==> config.mk <==
export PLATFORM = sky130hd
export DESIGN_NAME = transfer_status_tx_flat
export DESIGN_NICKNAME = d
export VERILOG_FILES = /design/src/rtl/transfer_status_tx_pkg.sv /design/src/rtl/transfer_status_tx_if.sv /design/src/rtl/transfer_status_tx_event_latch.sv /design/src/rtl/transfer_status_tx.sv /design/src/flat_wrapper.sv
export SDC_FILE = /design/constraint.sdc
export NUM_CORES = 1
export LEC_CHECK = 0
export ABC_AREA = 1
export CAP_MARGIN = 25
export CORE_AREA = 2 2 122 124
export DETAILED_ROUTE_END_ITERATION = 8
export DIE_AREA = 0 0 124 126
export GPL_TIMING_DRIVEN = 0
export PLACE_DENSITY_LB_ADDON = 0.2
export SYNTH_ARGS = -nofsm -noshare
export SYNTH_HDL_FRONTEND = slang
export SYNTH_SLANG_ARGS = --single-unit
export TNS_END_PERCENT = 1
==> constraint.sdc <==
create_clock -name clk -period 2.2 [get_ports clk]
set_input_delay 0.44 -clock clk [delete_from_list [all_inputs] [get_ports clk]]
set_output_delay 0.44 -clock clk [all_outputs]
set_load 0.005 [all_outputs]
==> src/rtl/transfer_status_tx_pkg.sv <==
// Shared constants, FSM encoding and packet helpers for the Ethernet
// status return path (package eth_status_pkg).
package eth_status_pkg;

  localparam logic [7:0]  STATUS_MAGIC       = 8'hA5;
  localparam logic [7:0]  TYPE_ALL_ACK       = 8'h10;
  localparam logic [3:0]  TYPE_SINGLE_ACK_HI = 4'h8;
  localparam logic [7:0]  TYPE_FRAME_DONE    = 8'hD0;

  // Payload length in bytes: two words, or three with the checksum word
  localparam logic [15:0] BYTE_NUM_BASE      = 16'd8;
  localparam logic [15:0] BYTE_NUM_CSUM      = 16'd12;

  // Bit positions of the pending-event vector
  localparam int EVT_ALL_BIT    = 0;
  localparam int EVT_SINGLE_BIT = 1;
  localparam int EVT_DONE_BIT   = 2;

  typedef enum logic [1:0] {
    ST_IDLE  = 2'd0,
    ST_START = 2'd1,
    ST_XMIT  = 2'd2
  } state_t;

  typedef enum logic [1:0] {
    EV_NONE   = 2'd0,
    EV_ALL    = 2'd1,
    EV_SINGLE = 2'd2,
    EV_DONE   = 2'd3
  } evt_t;

  // Type byte of word0 for a given event
  function automatic logic [7:0] pkt_type(input evt_t ev, input logic [3:0] sel);
    case (ev)
      EV_ALL:    return TYPE_ALL_ACK;
      EV_SINGLE: return {TYPE_SINGLE_ACK_HI, sel};
      default:   return TYPE_FRAME_DONE;
    endcase
  endfunction

endpackage

==> src/rtl/transfer_status_tx_if.sv <==
// Request/data bus shared with the UDP transmit engine.
// master = status transmitter, slave = UDP engine.
interface transfer_status_tx_if;
  logic        udp_tx_start_en;
  logic [15:0] udp_tx_byte_num;
  logic        udp_tx_req;
  logic [31:0] udp_tx_data;
  logic        udp_tx_done;

  modport master (
    output udp_tx_start_en,
    output udp_tx_byte_num,
    output udp_tx_data,
    input  udp_tx_req,
    input  udp_tx_done
  );

  modport slave (
    input  udp_tx_start_en,
    input  udp_tx_byte_num,
    input  udp_tx_data,
    output udp_tx_req,
    output udp_tx_done
  );
endinterface

==> src/rtl/transfer_status_tx_event_latch.sv <==
// status_event_latch: captures the three status events into pending bits,
// keeps the newest camera select, and reports the highest-priority event
// (all > single > done).
module status_event_latch
  import eth_status_pkg::*;
(
  input  logic       clk,
  input  logic       rst_n,
  input  logic       i_all_flag,
  input  logic       i_single_pulse,
  input  logic [3:0] i_sel,
  input  logic       i_done_pulse,
  input  logic [2:0] i_clr,
  output logic [2:0] o_pend,
  output logic [3:0] o_sel_q,
  output evt_t       o_top_evt
);

  logic       r_all_d;
  logic [2:0] r_pend;
  logic [3:0] r_sel_q;
  logic [2:0] w_set;

  // The all-frame flag may stay high for several cycles; only its rising edge counts
  assign w_set[EVT_ALL_BIT]    = i_all_flag & ~r_all_d;
  assign w_set[EVT_SINGLE_BIT] = i_single_pulse;
  assign w_set[EVT_DONE_BIT]   = i_done_pulse;

  // Pending bits: a new event beats a coincident clear so nothing is lost;
  // repeats of an already pending event simply merge
  always_ff @(posedge clk or negedge rst_n) begin
    if (!rst_n) begin
      r_all_d <= 1'b0;
      r_pend  <= 3'b000;
      r_sel_q <= 4'h0;
    end else begin
      r_all_d <= i_all_flag;
      r_pend  <= w_set | (r_pend & ~i_clr);
      if (i_single_pulse) r_sel_q <= i_sel;
    end
  end

  // Fixed priority pick among the pending events
  always_comb begin
    o_top_evt = EV_NONE;
    if (r_pend[EVT_ALL_BIT])         o_top_evt = EV_ALL;
    else if (r_pend[EVT_SINGLE_BIT]) o_top_evt = EV_SINGLE;
    else if (r_pend[EVT_DONE_BIT])   o_top_evt = EV_DONE;
  end

  assign o_pend  = r_pend;
  assign o_sel_q = r_sel_q;

endmodule

==> src/rtl/transfer_status_tx.sv <==
// transfer_status_tx: sends a fixed-format status packet to the UDP engine
// for all-frame commands, single-camera commands and completed frames.
// Optional checksum word enabled by defining STATUS_TX_CHECKSUM_EN.
module transfer_status_tx
  import eth_status_pkg::*;
#(
  parameter int unsigned TX_TIMEOUT = 2_000_000
) (
  input  logic                        clk,
  input  logic                        rst_n,
  input  logic                        transfer_all_frame_flag,
  input  logic                        transfer_signle_frame_flag,
  input  logic [3:0]                  transfer_cmos_sel,
  input  logic                        frame_transfer_done,
  transfer_status_tx_if.master        udp_if,
  output logic                        status_busy,
  output logic                        tx_timeout
);

`ifdef STATUS_TX_CHECKSUM_EN
  localparam logic [15:0] BYTE_NUM = BYTE_NUM_CSUM;
`else
  localparam logic [15:0] BYTE_NUM = BYTE_NUM_BASE;
`endif
  localparam logic [31:0] TMO_LAST = 32'(TX_TIMEOUT - 1);

  state_t      r_state;
  logic        r_start_en;
  logic        r_busy;
  logic        r_timeout;
  logic [31:0] r_data;
  logic [1:0]  r_idx;
  logic [7:0]  r_seq;
  logic [31:0] r_frame_cnt;
  logic [31:0] r_tmo_cnt;
  logic [31:0] r_word0;
  logic [31:0] r_word1;
`ifdef STATUS_TX_CHECKSUM_EN
  logic [31:0] r_word2;
  logic [15:0] w_sum16;
`endif

  logic [2:0]  w_pend;
  logic [2:0]  w_clr;
  logic [3:0]  w_sel_q;
  evt_t        w_evt;
  logic [3:0]  w_pkt_sel;
  logic [31:0] w_word0;
  logic [31:0] w_word;

  status_event_latch u_latch (
    .clk            (clk),
    .rst_n          (rst_n),
    .i_all_flag     (transfer_all_frame_flag),
    .i_single_pulse (transfer_signle_frame_flag),
    .i_sel          (transfer_cmos_sel),
    .i_done_pulse   (frame_transfer_done),
    .i_clr          (w_clr),
    .o_pend         (w_pend),
    .o_sel_q        (w_sel_q),
    .o_top_evt      (w_evt)
  );

  // Clear exactly the event being sent, only in the START cycle
  always_comb begin
    w_clr = 3'b000;
    if (r_state == ST_START) begin
      case (w_evt)
        EV_ALL:    w_clr[EVT_ALL_BIT]    = 1'b1;
        EV_SINGLE: w_clr[EVT_SINGLE_BIT] = 1'b1;
        EV_DONE:   w_clr[EVT_DONE_BIT]   = 1'b1;
        default:   w_clr = 3'b000;
      endcase
    end
  end

  assign w_pkt_sel = (w_evt == EV_SINGLE) ? w_sel_q : 4'h0;
  assign w_word0   = {STATUS_MAGIC, pkt_type(w_evt, w_sel_q), 4'h0, w_pkt_sel, r_seq};
`ifdef STATUS_TX_CHECKSUM_EN
  assign w_sum16   = w_word0[31:16] + w_word0[15:0] + r_frame_cnt[31:16] + r_frame_cnt[15:0];
`endif

  // Word mux; anything past the last word reads as zero
  always_comb begin
    w_word = 32'h0;
    case (r_idx)
      2'd0:    w_word = r_word0;
      2'd1:    w_word = r_word1;
`ifdef STATUS_TX_CHECKSUM_EN
      2'd2:    w_word = r_word2;
`endif
      default: w_word = 32'h0;
    endcase
  end

  // Frame counter counts every completed frame, merged or not
  always_ff @(posedge clk or negedge rst_n) begin
    if (!rst_n) r_frame_cnt <= 32'h0;
    else if (frame_transfer_done) r_frame_cnt <= r_frame_cnt + 32'd1;
  end

  // Packet FSM with registered start/busy/timeout/data outputs
  always_ff @(posedge clk or negedge rst_n) begin
    if (!rst_n) begin
      r_state    <= ST_IDLE;
      r_start_en <= 1'b0;
      r_busy     <= 1'b0;
      r_timeout  <= 1'b0;
      r_data     <= 32'h0;
      r_idx      <= 2'd0;
      r_seq      <= 8'h00;
      r_tmo_cnt  <= 32'h0;
      r_word0    <= 32'h0;
      r_word1    <= 32'h0;
`ifdef STATUS_TX_CHECKSUM_EN
      r_word2    <= 32'h0;
`endif
    end else begin
      r_start_en <= 1'b0;
      r_timeout  <= 1'b0;
      case (r_state)
        ST_IDLE: begin
          r_tmo_cnt <= 32'h0;
          if (|w_pend) begin
            r_state    <= ST_START;
            r_start_en <= 1'b1;
            r_busy     <= 1'b1;
          end
        end
        ST_START: begin
          r_word0   <= w_word0;
          r_word1   <= r_frame_cnt;
`ifdef STATUS_TX_CHECKSUM_EN
          r_word2   <= {16'h0000, w_sum16};
`endif
          r_seq     <= r_seq + 8'd1;
          r_idx     <= 2'd0;
          r_tmo_cnt <= r_tmo_cnt + 32'd1;
          r_state   <= ST_XMIT;
        end
        ST_XMIT: begin
          if (udp_if.udp_tx_req) begin
            r_data <= w_word;
            if (r_idx != 2'd3) r_idx <= r_idx + 2'd1;
          end
          if (udp_if.udp_tx_done) begin
            r_state <= ST_IDLE;
            r_busy  <= 1'b0;
          end else if (r_tmo_cnt == TMO_LAST) begin
            r_state   <= ST_IDLE;
            r_busy    <= 1'b0;
            r_timeout <= 1'b1;
          end else begin
            r_tmo_cnt <= r_tmo_cnt + 32'd1;
          end
        end
        default: begin
          r_state <= ST_IDLE;
          r_busy  <= 1'b0;
        end
      endcase
    end
  end

  assign udp_if.udp_tx_start_en = r_start_en;
  assign udp_if.udp_tx_byte_num = BYTE_NUM;
  assign udp_if.udp_tx_data     = r_data;
  assign status_busy            = r_busy;
  assign tx_timeout             = r_timeout;

endmodule

==> src/flat_wrapper.sv <==
// flat-port wrapper written by rule: the top's interface ports become plain ports
module transfer_status_tx_flat import eth_status_pkg::*;
#(
  parameter int unsigned TX_TIMEOUT = 2_000_000
)
  (clk, rst_n, transfer_all_frame_flag, transfer_signle_frame_flag, transfer_cmos_sel, frame_transfer_done, status_busy, tx_timeout, udp_if_udp_tx_start_en, udp_if_udp_tx_byte_num, udp_if_udp_tx_data, udp_if_udp_tx_req, udp_if_udp_tx_done);
  transfer_status_tx_if udp_if_i ();
  input  logic clk;
  input  logic rst_n;
  input  logic transfer_all_frame_flag;
  input  logic transfer_signle_frame_flag;
  input  logic [3:0] transfer_cmos_sel;
  input  logic frame_transfer_done;
  output logic status_busy;
  output logic tx_timeout;
  output wire logic [$bits(udp_if_i.udp_tx_start_en)-1:0] udp_if_udp_tx_start_en;
  output wire logic [$bits(udp_if_i.udp_tx_byte_num)-1:0] udp_if_udp_tx_byte_num;
  output wire logic [$bits(udp_if_i.udp_tx_data)-1:0] udp_if_udp_tx_data;
  input wire logic [$bits(udp_if_i.udp_tx_req)-1:0] udp_if_udp_tx_req;
  input wire logic [$bits(udp_if_i.udp_tx_done)-1:0] udp_if_udp_tx_done;
  assign udp_if_udp_tx_start_en = udp_if_i.udp_tx_start_en;
  assign udp_if_udp_tx_byte_num = udp_if_i.udp_tx_byte_num;
  assign udp_if_udp_tx_data = udp_if_i.udp_tx_data;
  assign udp_if_i.udp_tx_req = udp_if_udp_tx_req;
  assign udp_if_i.udp_tx_done = udp_if_udp_tx_done;
  transfer_status_tx #(.TX_TIMEOUT(TX_TIMEOUT)) u_core (.clk(clk), .rst_n(rst_n), .transfer_all_frame_flag(transfer_all_frame_flag), .transfer_signle_frame_flag(transfer_signle_frame_flag), .transfer_cmos_sel(transfer_cmos_sel), .frame_transfer_done(frame_transfer_done), .udp_if(udp_if_i), .status_busy(status_busy), .tx_timeout(tx_timeout));
endmodule
After elaboration in Yosys (flattened, before gate mapping)
Cells that the tools add are included.
{ "word_totals": {"regBits": 172, "inputBits": 11, "output_inout_bits": 51, "word_cells": 77} }
{ "classes": {"n_addsub": 4, "eq_ne": 14, "muxes": 29, "bitwise_logic": 6, "reduce_logical": 10} }
{ "op_table": {"columns": ["op", "n"], "rows": [
  ["32-bit one-hot mux with 3 select lines", 1],
  ["32-bit by 1-bit adder with 32-bit output (second input constant)", 2],
  ["32-bit two-way mux", 2],
  ["32-bit one-hot mux with 2 select lines", 1],
  ["32-bit by 21-bit == test with 1-bit output (second input constant)", 1],
  ["2-bit two-way mux", 8],
  ["8-bit one-hot mux with 2 select lines", 1],
  ["1-bit two-way mux", 11],
  ["3-bit AND reduction", 3],
  ["8-bit by 1-bit adder with 8-bit output (second input constant)", 1],
  ["2-bit inequality test (second input constant)", 4],
  ["2-bit by 1-bit == test with 1-bit output (second input constant)", 3],
  ["2-bit == test (second input constant)", 3],
  ["2-bit one-hot mux with 3 select lines", 1],
  ["2-bit logical NOT", 2],
  ["4-bit two-way mux", 1],
  ["2-bit by 1-bit inequality test with 1-bit output (second input constant)", 2],
  ["2-bit one-hot mux with 2 select lines", 1],
  ["2-bit AND reduction", 2],
  ["3-bit bitwise AND", 1],
  ["3-bit two-way mux", 1],
  ["3-bit by 2-bit inequality test with 1-bit output (second input constant)", 1],
  ["3-bit inverter", 1],
  ["3-bit OR", 1],
  ["other kinds (7)", 8]
]} }

Longest topological paths before layout
Gate-level depths: netlist of run 1.
{ "depth": {"word_depth": 9, "mapped_depth": 11, "mapped_depth_nobuf": 11} }

By module
Synthesis of run 1 repeated with hierarchy kept, for this count alone.
{ "unflattened": {"hier_cells": 1049, "area_unflattened_um2": 8293.0} }
{ "modules_own_cells": {"columns": ["module", "instances", "cells_each", "area_each_um2", "seq_area_each_um2"], "rows": [
  ["transfer_status_tx", 1, 1010, 7976.4, 3978.8],
  ["status_event_latch", 1, 39, 316.6, 200.2]
]} }

Worst setup path after synthesis of run 1
OpenSTA, ideal clock, no wires.
{ "synth_timing": {"kind": "register to register", "from": "register u_core.r_state[0]", "to": "register u_core.r_data[11] (netlist: u_core.udp_if.udp_tx_data[11])", "setup_ns": 0.127, "t_arrival_ns": 1.429, "required_time_ns": 2.073, "slack_ns": 0.644, "stages_incl_launch_ff": 8, "path_buffers": 2, "period_less_slack_ns": 1.556, "cell_sequence": "dfrtp_1 -> inv_1 -> ha_1 -> clkbuf_1 -> nand2_1 -> clkbuf_1 -> a21oi_1 -> a21oi_1"} }
{ "synth_via": {"elab_chain_len": 2} }
{ "synth_rtl": {"columns": ["element", "line", "rtl"], "rows": [
  ["start: declaration", "transfer_status_tx.sv:27", "state_t r_state;"],
  ["start signal: assignment", "transfer_status_tx.sv:105", "r_state <= ST_IDLE;"],
  ["start signal: assignment", "transfer_status_tx.sv:125", "r_state <= ST_START;"],
  ["start signal: assignment", "transfer_status_tx.sv:139", "r_state <= ST_XMIT;"],
  ["2-bit == test", "transfer_status_tx.sv:121", "case (r_state)"],
  ["2-bit AND reduction (no line)", null, null],
  ["end signal: assignment", "transfer_status_tx.sv:143", "r_data <= w_word;"],
  ["end: declaration", "transfer_status_tx.sv:31", "logic [31:0] r_data;"]
]} }
Every way passes these cells.
A chain may end at the register's enable or synchronous reset.

Worst setup path after layout of run 1
{ "layout_timing": {"from": "register u_core.r_state[1]", "to": "register u_core.r_word1[15]"} }
{ "layout_via": {"elab_chain_len": 1} }
{ "layout_rtl": {"columns": ["element", "line", "rtl"], "rows": [
  ["2-bit by 1-bit == test with 1-bit output", "transfer_status_tx.sv:121", null],
  ["end signal: assignment", "transfer_status_tx.sv:132", "r_word1 <= r_frame_cnt;"],
  ["end: declaration", "transfer_status_tx.sv:37", "logic [31:0] r_word1;"]
]} }
Every way passes these cells.

==> qor.yml, run 1 <==
status: "finished clean"
rsz0062_at_grt: "no"
pwr-share-seq: 0.409
powerDensity_nw_per_um2: 1064
ys_seq_elements: 167
period_minus_slack_ns: 2.042
crit_buf_inv: 3
p_sw_frac: 0.3414
row_count: 44
final_area_um2: 9537
cp_top_family: "buffers and inverters"
synth_area_um2: 8164
p_leak_uw: 0.004350
slew_violations: 0
ys_seq_area_frac: 0.5119
cp_max_fo: 10
grt_pass1_wl_mm: 31.66
synth_top_area_frac: 0.5119
clkPwrFrac: 0.308
crit_chain: "inv_1 -> ha_1 -> clkbuf_1 -> clkbuf_1 -> o21ai_0"
synth.avg_cell_area_um2: 7.981
track_usage: 0.2620
synthDistinctLibCells: 40
finalSetupViolations: 0
clk_latency_ns: 0.43
die_w_um: 124
min_from: "frame_transfer_done"
drive_above_1_share: 0.07278
cp-end-kind: "register"
dpl_cell_area_um2: 8910
relSlewSlack: 0.5432
cp_common_cell: "clkbuf_1"
htreeDepth: 4
worstSetupStartpoint: "u_core.r_state[1]"
layout.nets: 1122
wirelength_mm: 19.24
place.gp.congestion: 0.9162
power_frac_comb: 0.283
ys_warn_count: 0
cts_buffers: 17
synth_top_cells_by_area: "dfrtp_1, nand2_1, nor2_1"
postSynthCellCount: 1023
period_share: 0.9282
cts_sinks: 167
cap_viol_max_count: 0
fin_cells: 1297
drtIter0Drc: 593
cp_slowest_cell: "clkbuf_1"
critPathMaxStageDelay_ns: 0.52
coreArea_um2: 14310
vias: 6793
grt_max_degree: 110
clockBufferDepth: 2
port_buffers: 43
max_freq_ghz: 0.4897
ioPinCount: 62
total_power_uw: 10150
dieArea_um2: 15620
p_int_uw: 6685
clock-root-buffer: "clkbuf_16"
drc_errors: 0
worstPathRequired_ns: 2.49
syn_to_final_growth_pct: 16.81
tightest_slew_ns: 0.6851
postRouteAntennaNets: 0
antenna_found_initial: 0
peakVddDrop_uv: 701.4
start_util: 0.5704
power.switching_uw: 3465
grt.overflow.total: 0
post_drt_via_cell_ratio: 5.237
avgRoutedWirePerCell_um: 14.84
die_h_um: 126
dpl.hpwl_mm: 13.64
r2r_start: "u_core.r_state[1]"
fin_tns_setup_ns: 0
finalHoldViolations: 0
fin_worst_skew_ns: 0.009596
critPathArrivalTime_ns: 2.33
num_antenna_cells: 0
holdWs_ns: 0.3029
crit_type: "reg -> reg"
dp.cells: 1265
start_kind: "register"
grt_pass1_vias: 6323
cts_tree: "yes"
post_cts_buffers: 0
drt_first_pass_iters: 5
holdCritPathClass: "in -> reg"
cts.clk_slew.worst_paths_ns: 0.06
synth.largest_area_cell: "dfrtp_1"
flip-flops by register name, indices dropped and copies added, names as in the netlist:
register                       cells
u_core.r_frame_cnt                32
u_core.status_busy                 1
u_core.r_state                     2
u_core.r_idx                       2
u_core.u_latch.o_sel_q             4
u_core.udp_if.udp_tx_data         32
u_core.r_word0                    16
u_core.r_word1                    32
u_core.u_latch.r_all_d             1
u_core.u_latch.o_pend              3
u_core.tx_timeout                  1
u_core.r_seq                       8
u_core.udp_if.udp_tx_start_en      1
u_core.r_tmo_cnt                  32
path summary, 6_finish.rpt:
kind                            cells after the start                        to  slack, ns
worst max register to register                      5        u_core.r_word1[15]       0.16
min in group asynchronous                           2      u_core.r_tmo_cnt[20]       0.52
worst max-delay path                                5        u_core.r_word1[15]       0.16
worst min register to register                      1  u_core.u_latch.o_pend[0]       0.43
worst min-delay path                                2     u_core.r_frame_cnt[0]       0.30
max in group asynchronous                           3     u_core.r_frame_cnt[5]       0.81
layer usage:
metal,up-vias,share of wire,GRT usage
li1,3383,-,-
met4,0,0.014,0.07336
met2,208,0.45,0.3849
met5,-,0,0
met3,26,0.066,0.05707
met1,3176,0.47,0.3945
cell usage after synthesis:
cell type  count
and2_1         2
conb_1         2
or2_2          3
dfrtp_1      167
nor4_1         2
nand3_1       56
o22ai_1        2
o31ai_1        9
o21bai_1       3
inv_2          2
nand3_4        1
nor3b_2        1
nand4_1       10
a21boi_0       1
o21ai_2        2
buf_6          3
buf_2          4
clkbuf_1      21
nor2_2         7
xnor2_1       12
o21ai_0       43
xor2_1        20
nand2_2        2
a31oi_1        1
clkinv_1       2
buf_1          1
a21oi_1       39
o21ai_1       28
nor3_2         1
nor2_4         2
inv_1         83
nor2_1       100
and2b_2        1
o211ai_1       2
nand3b_1       4
nand2_1      345
o21a_1         1
ha_1          10
buf_4         19
nor3_1         9
power by group through the flow:
stage | registers (uW) | clock network, uW | logic (uW)
final | 4150 | 3130 | 2870
after global routing | 4220 | 3300 | 3240
after CTS | 4150 | 3150 | 2880
after floorplan | 4100 | 0 | 1660
after detailed placement | 4190 | 0 | 2850
after global placement | 4170 | 0 | 2790
placed cells by master (no fill, tap or decap), types with 4 or more instances in the layout:
cell and instances:
ha_1 10, clkbuf_1 22, buf_4 19, nand3b_1 4, o31ai_1 9, o21ai_1 28, clkdlybuf4s50_1 42, clkbuf_16 17
xnor2_1 12, inv_1 83, buf_2 4, nor2_2 7, conb_1 16, nor2_1 100, o21ai_0 43, nand2_1 344
nand4_1 10, a21oi_1 39, dfrtp_1 167, nand3_1 56, nor3_1 9, xor2_1 20
cells by family after synthesis:
| group | Yosys count | synth area share |
|---|---|---|
| AO/OA/AOI/OAI | 131 | 0.08659 |
| XOR/XNOR | 32 | 0.03433 |
| adder cells (fa/ha/maj) | 10 | 0.01533 |
| buffers and inverters | 135 | 0.07418 |
| flip-flops | 167 | 0.5119 |
| other | 2 | 0.0009199 |
| AND/OR/NAND/NOR | 546 | 0.2768 |
metrics by stage:
stage                     utilization  worst slack [ns]
after floorplan                     -            0.6442
after global placement         0.6202            -6.129
after detailed placement       0.6225            0.1227
after CTS                      0.6661            0.1314
after global routing           0.6663           0.02443
final                          0.6663            0.1579
cell type report:
cell class	instances	area, um^2
Buffer	48	279.0
Clock buffer	21	470.5
Clock inverter	10	143.9
Fill cell	1206	4777
Inverter	87	326.6
Multi-Input combinational cell	735	3435
Sequential cell	167	4179
Tap cell	184	230.2
Timing Repair Buffer	45	473.0
repair_timing:
item,4_1_cts,5_1_grt
setup endpoints to repair,0,5
resized for setup,0,1
hold buffers,1,0
endpoints found under the hold margin,58,0
Power figures use the tool's default switching activity.
==> run 2, diff against run 1 <==
Settings changed: ABC_AREA 1 to not set, CAP_MARGIN 25 to not set, CORE_AREA 2 2 122 124 to 2 2 117 119, DIE_AREA 0 0 124 126 to 0 0 119 121, HOLD_SLACK_MARGIN set to 0.05.
==> qor.yml, run 2 <==
antenna_found_initial: 0  # unchanged
fin_worst_skew_ns: 0.004361  # -0.005234 ns
drt_first_pass_iters: 5  # unchanged
layout.cells.most_common: "dfrtp_1"
ys_seq_area_frac: 0.5565  # +0.04460
synth.avg_cell_area_um2: 10.82  # +36%
synth_top_area_frac: 0.5565  # +0.04460
synth_common_cells: "dfrtp_1, nand2_1, nor2_1, mux2_2, o21ai_0"
coreArea_um2: 13090  # -8.6%
syn_to_final_growth_pct: 20.53
final_cell_mix: "dfrtp_1, nand2_1, nor2_1, mux2_2, clkdlybuf4s50_1"
grt_pass1_vias: 5739  # -9.2%
cp_top_family: "simple AND/OR/NAND/NOR gates"
die_w_um: 119  # -4.0%
postSynthCellCount: 694  # -32%
n_fill_cell: 933  # -23%
cts_sinks: 167  # unchanged
relSlewSlack: 0.5151  # -0.02812
pre_cts_ws_ns: -0.5727  # -0.6953 ns
start_util: 0.5739  # +0.003548
num_antenna_cells: 0  # unchanged
period_share: 1.018  # +0.09027
htreeDepth: 4  # unchanged
crit_buf_inv: 3  # unchanged
crit_chain: "ha_4 -> nand3_4 -> or4_4 -> o41ai_4 -> buf_6 -> or2_4 -> buf_8 -> buf_8 -> o31ai_1"
slew_violations: 0  # unchanged
violations: "setup timing"
start_kind: "register"
ys_warn_count: 0  # unchanged
synthArstFlopShare: 1.000  # unchanged
drc_errors: 0  # unchanged
grt_pass1_wl_mm: 28.43  # -10%
ys_seq_elements: 167  # unchanged
avgRoutedWirePerCell_um: 17.27  # +16%
synth_area_um2: 7510  # -8.0%
synth_top_cells_by_area: "dfrtp_1, mux2_2, nand2_1"
ys.flop_type: "dfrtp_1"
post_drt_via_cell_ratio: 5.807  # +11%
dpl.hpwl_mm: 11.56  # -15%
fin_ws_ns: -0.04069  # -0.1986 ns
ioPinCount: 62  # unchanged
row_count: 42  # -4.5%
finalHoldViolations: 0  # unchanged
cp_max_fo: 10  # unchanged
powerDensity_nw_per_um2: 1178  # +11%
grt.overflow.total: 0  # unchanged
cp-end-kind: "register"
max_freq_ghz: 0.4463  # -8.9%
clockBufferDepth: 2  # unchanged
status: "complete, but fails checks"
rsz0062_at_grt: "yes"
dieArea_um2: 14400  # -7.8%
p_leak_uw: 0.004058  # -6.7%
holdCritPathClass: "reg -> reg"
worstSetupStartpoint: "u_core.r_tmo_cnt[1]"
cp_common_cell: "buf_8"
crit_type: "reg -> reg"
multiInputGateArea_um2: 3134  # -8.7%
postRouteAntennaNets: 0  # unchanged
die_h_um: 121  # -4.0%
cts_tree: "yes"
worstPathRequired_ns: 2.49  # about the same
drive_above_1_share: 0.1753  # +0.1025
finalSetupViolations: 10  # +10
cts_buffers: 17  # unchanged
synth.most_common_cell: "dfrtp_1"
critPathMaxStageDelay_ns: 0.49  # -0.03 ns
fin_tns_setup_ns: -0.1478  # -0.1478 ns
clock-root-buffer: "clkbuf_16"
port_buffers: 45  # +4.7%
r2r_start: "u_core.r_tmo_cnt[1]"
min_from: "u_core.u_latch.r_all_d"
period_minus_slack_ns: 2.241  # +0.1986 ns
vias: 5627  # -17%
synthDistinctLibCells: 48  # +20%
cap_viol_max_count: 0  # unchanged
drtIter0Drc: 386  # -35%
wirelength_mm: 16.74  # -13%
cts.clk_slew.worst_paths_ns: 0.06  # about the same
regArea_um2: 4185  # +0.15%
track_usage: 0.2522  # -0.009823
critPathArrivalTime_ns: 2.53  # +0.20 ns
synth.largest_area_cell: "dfrtp_1"
grt_max_degree: 86  # -22%
clk_latency_ns: 0.42  # about the same
total_power_uw: 10660  # +5.0%
place.gp.congestion: 0.8444  # -7.8%
peakVddDrop_uv: 759.6  # +8.3%
layout.nets: 804  # -28%
cp_slowest_cell: "or4_4"
synth_edf_count: 0  # unchanged
tightest_slew_ns: 0.7207  # +0.03554 ns
run 2: cell count changes after synthesis, sizes merged, moves of 17 or more:
cell    previous run  this run
xnor2             12        29
inv               85        22
a21oi             39        18
nand2            347        69
nor2             109        62
nand3             57        29
a221oi             0        19
o21ai             73        39
mux2               0        47
run 2: area by class of cell:
type,instances,area share
sequential,167,0.4624
multi-input combinational,471,0.3463
clock buffer,27,0.05999
clock inverter,2,0.003871
inverter,23,0.009677
tap,176,0.02433
timing repair buffer,56,0.06234
buffer,47,0.03110
run 2: power by group:
part	leakage [uW]	internal, uW	switching [uW]
sequential	0.00217	3690	496
clock	0.000287	1780	1110
combinational	0.00160	1640	1950
run 2: routing by layer:
layer | part of all wire | up-vias | global-route usage | routed length [um]
li1 | - | 2614 | - | -
met1 | 0.41 | 2830 | 0.3128 | 6869
met2 | 0.53 | 155 | 0.4310 | 8789
met3 | 0.044 | 28 | 0.05639 | 734
met4 | 0.020 | 0 | 0.1004 | 343
met5 | 0 | - | 0 | 0
run 2: cell families after synthesis:
| kind of cell | Yosys count | share of synthesized area |
|---|---|---|
| muxes | 47 | 0.07048 |
| and+or+nand+nor | 232 | 0.1500 |
| AOI/OAI and AO/OA | 128 | 0.1155 |
| xor gates and xnor gates | 38 | 0.04432 |
| adders and majority gates | 10 | 0.01666 |
| other | 2 | 0.001000 |
| buffers and inverters | 70 | 0.04565 |
| DFF | 167 | 0.5565 |
run 2: through the flow:
step / hold WS [ns] / cell area [um^2] / util / std cells
2_1_floorplan: 0.1444 / 7572 / - / 708
3_3_place_gp: 0.4071 / 8243 / 0.6299 / 929
3_5_place_dp: 0.4122 / 8275 / 0.6324 / 930
4_1_cts: 0.4170 / 8982 / 0.6865 / 965
5_1_grt: 0.4482 / 9051 / 0.6917 / 969
6_report: 0.4191 / 9051 / 0.6917 / 969
run 2: final timing paths:
check / to / slack [ns] / cells after the start
setup / recovery: u_core.r_tmo_cnt[3] / -0.04 / 9
hold / removal: u_core.u_latch.o_pend[0] / 0.42 / 1
setup reg to reg: u_core.r_tmo_cnt[3] / -0.04 / 9
hold reg to reg: u_core.u_latch.o_pend[0] / 0.42 / 1
max in group asynchronous: u_core.r_tmo_cnt[17] / 0.77 / 3
min in group asynchronous: u_core.r_word1[30] / 0.60 / 2
run 2: what timing repair did:
action | in CTS | in global routing
hold buffers | 1 | 0
setup endpoints to repair | 50 | 65
hold endpoints to repair | 82 | 0
buffers inserted | 5 | 4
resized for setup | 18 | 23
pin swaps | 5 | 2
run 2: worst reg2reg max path, delay by kind of cell, from the launching register on:
family,cells,cell delay [ns]
AND/OR/NAND/NOR,3,0.73
adder cells (fa/ha/maj),1,0.18
buffers and inverters,3,0.46
AO/OA/AOI/OAI,2,0.33
flip-flops,1,0.40
==> run 3, diff against run 2 <==
Settings changed: CORE_AREA 2 2 117 119 to 2 2 100 140, DIE_AREA 0 0 119 121 to 0 0 102 142.
==> qor.yml, run 3 (synthesis gave the netlist of run 2 again) <==
postRouteAntennaNets: 0  # unchanged
layout.nets: 803  # -0.12%
coreArea_um2: 13260  # +1.4%
drive_above_1_share: 0.1786  # +0.003333
clkPwrFrac: 0.306  # +0.035
power.switching_uw: 3639  # +2.4%
holdCritPathClass: "reg -> reg"
cts_buffers: 17  # unchanged
fin_cells: 977  # +0.83%
period_share: 1.010  # -0.008496
final_cell_mix: "dfrtp_1, nand2_1, nor2_1, mux2_2, clkdlybuf4s50_1"
cp_common_cell: "buf_8"
fin_tns_setup_ns: -0.1110  # +0.03684 ns
crit_type: "reg -> reg"
layout.cells.most_common: "dfrtp_1"
cts_sinks: 167  # unchanged
die_w_um: 102  # -14%
p_sw_frac: 0.3272  # -0.006053
syn_to_final_growth_pct: 21.84
status: "complete, but fails checks"
critPathMaxStageDelay_ns: 0.45  # -0.04 ns
drtIter0Drc: 322  # -17%
avgRoutedWirePerCell_um: 17.38  # +0.61%
min_from: "u_core.u_latch.r_all_d"
cp-end-kind: "register"
min_delay_worst_endpoint: "u_core.u_latch.o_pend[0]"
worstPathRequired_ns: 2.51  # +0.02 ns
dpl.hpwl_mm: 11.77  # +1.8%
relSlewSlack: 0.4929  # -0.02225
power_frac_comb: 0.320  # -0.016
r2r_end: "u_core.r_tmo_cnt[3]"
track_usage: 0.2481  # -0.004086
ioPinCount: 62  # unchanged
cp_slowest_cell: "dfrtp_1"
fin_ws_ns: -0.02200  # +0.01869 ns
cp_max_fo: 10  # unchanged
clk_latency_ns: 0.43  # about the same
row_count: 50  # +19%
start_kind: "register"
clock-root-buffer: "clkbuf_16"
finalSetupViolations: 9  # -1
powerDensity_nw_per_um2: 1215  # +3.2%
crit_buf_inv: 3  # unchanged
reg2reg_depth: 8  # -1
p_leak_uw: 0.004081  # +0.57%
period_minus_slack_ns: 2.222  # -0.01869 ns
port_buffers: 45  # unchanged
die_h_um: 142  # +17%
r2r_start: "u_core.r_tmo_cnt[12]"
slew_violations: 0  # unchanged
total_power_uw: 11120  # +4.3%
dp.cells: 936  # +0.65%
regToRegSetupSlack_ns: -0.02  # +0.02 ns
drc_errors: 0  # unchanged
rsz0062_at_grt: "yes"
postLayoutCoreUtil: 0.6899  # -0.001813
peakVddDrop_uv: 881.7  # +16%
num_antenna_cells: 0  # unchanged
max_freq_ghz: 0.4500  # +0.84%
grt.overflow.total: 0  # unchanged
fin_worst_skew_ns: 0.004889  # +0.0005272 ns
p_int_uw: 7482  # +5.2%
vias: 5664  # +0.66%
violations: "setup timing"
cap_viol_max_count: 0  # unchanged
pwr-share-seq: 0.374  # -0.018
critPathArrivalTime_ns: 2.53  # about the same
grt_pass1_wl_mm: 27.54  # -3.1%
cts_tree: "yes"
tightest_slew_ns: 0.7537  # +0.03308 ns
wirelength_mm: 16.98  # +1.4%
antenna_found_initial: 0  # unchanged
start_util: 0.5662  # -0.007688
grt_max_degree: 87  # +1.2%
crit_chain: "nor4b_1 -> nand3_2 -> o41ai_4 -> buf_4 -> or2_4 -> buf_8 -> buf_8 -> o31ai_1"
cp_top_family: "simple AND/OR/NAND/NOR gates"
finalHoldViolations: 0  # unchanged
dieArea_um2: 14480  # +0.59%
drt_first_pass_iters: 7  # +2
worstSetupStartpoint: "u_core.r_tmo_cnt[12]"
htreeDepth: 4  # unchanged
cts.clk_slew.worst_paths_ns: 0.06  # about the same
place.gp.congestion: 0.9332  # +11%
clockBufferDepth: 2  # unchanged
post_drt_via_cell_ratio: 5.797  # -0.17%
grt_pass1_vias: 5647  # -1.6%
min_path_cells: 1  # unchanged
==> run 3: changes by cell type in the layout (fill, tap and decap cells not counted), sizes merged <==
cell      delta
clkinv       +3
bufinv       +5
clkbuf       -6
buf          -2
clkinvlp     +2
==> run 3: cell type report <==
type | count | area [um^2]
buffer | 46 | 271.5
timing repair buffer | 56 | 560.5
tap | 182 | 227.7
fill | 982 | 4113
multi-input combinational | 471 | 3138
inverter | 23 | 87.58
clock inverter | 12 | 222.7
sequential | 167 | 4185
clock buffer | 20 | 456.7
==> run 3: worst max-delay path by stage <==
| stage | to | slack, ns | cells after the start |
|---|---|---|---|
| global placement | u_core.udp_if.udp_tx_data[1] | -5.79 | 1 |
| detailed placement | u_core.r_frame_cnt[31] | -0.65 | 6 |
| finish | u_core.r_tmo_cnt[3] | -0.02 | 8 |
| global route | u_core.r_tmo_cnt[31] | -0.16 | 7 |
| floorplan | u_core.r_tmo_cnt[3] | 0.003 | 8 |
| CTS | u_core.r_tmo_cnt[30] | -0.1 | 7 |
==> run 3: routing by layer <==
| layer | up-vias | part of all wire | global-route usage |
|---|---|---|---|
| li1 | 2609 | - | - |
| met1 | 2823 | 0.38 | 0.2763 |
| met2 | 185 | 0.54 | 0.4515 |
| met3 | 47 | 0.046 | 0.05501 |
| met4 | 0 | 0.032 | 0.09965 |
| met5 | - | 0 | 0 |
==> run 3: what timing repair did <==
item | in CTS | in global routing
setup endpoints to repair | 54 | 68
gates resized for setup | 16 | 18
hold endpoints to repair | 81 | 0
gates cloned | 0 | 0
pin swaps | 3 | 3
setup buffers | 2 | 7
hold buffers | 1 | 0
==> run 3: worst reg2reg max path: cells and delay by family, from the launching register on <==
family | cells | cell delay, ns
AOI/OAI and AO/OA | 2 | 0.42
buffers and inverters | 3 | 0.48
DFF | 1 | 0.45
and+or+nand+nor | 3 | 0.73
==> run 3: power groups by stage <==
stage / clock [uW] / sequential [uW] / combinational, uW
after detailed placement: 0 / 4200 / 3410
after floorplan: 0 / 4100 / 2120
after global routing: 3580 / 4230 / 3900
after global placement: 0 / 4160 / 3280
final: 3410 / 4160 / 3560
after CTS: 3440 / 4150 / 3530
==> run 3: per-stage QoR <==
stage                     setup WS [ns]  hold WS, ns  instance area (um^2)
after floorplan                0.002897       0.1444                  7572
after global placement           -5.793       0.4130                  8250
after detailed placement        -0.6525       0.4130                  8283
after CTS                      -0.09642       0.4216                  9062
after global routing            -0.1622       0.4303                  9150
final                          -0.02200       0.4175                  9150
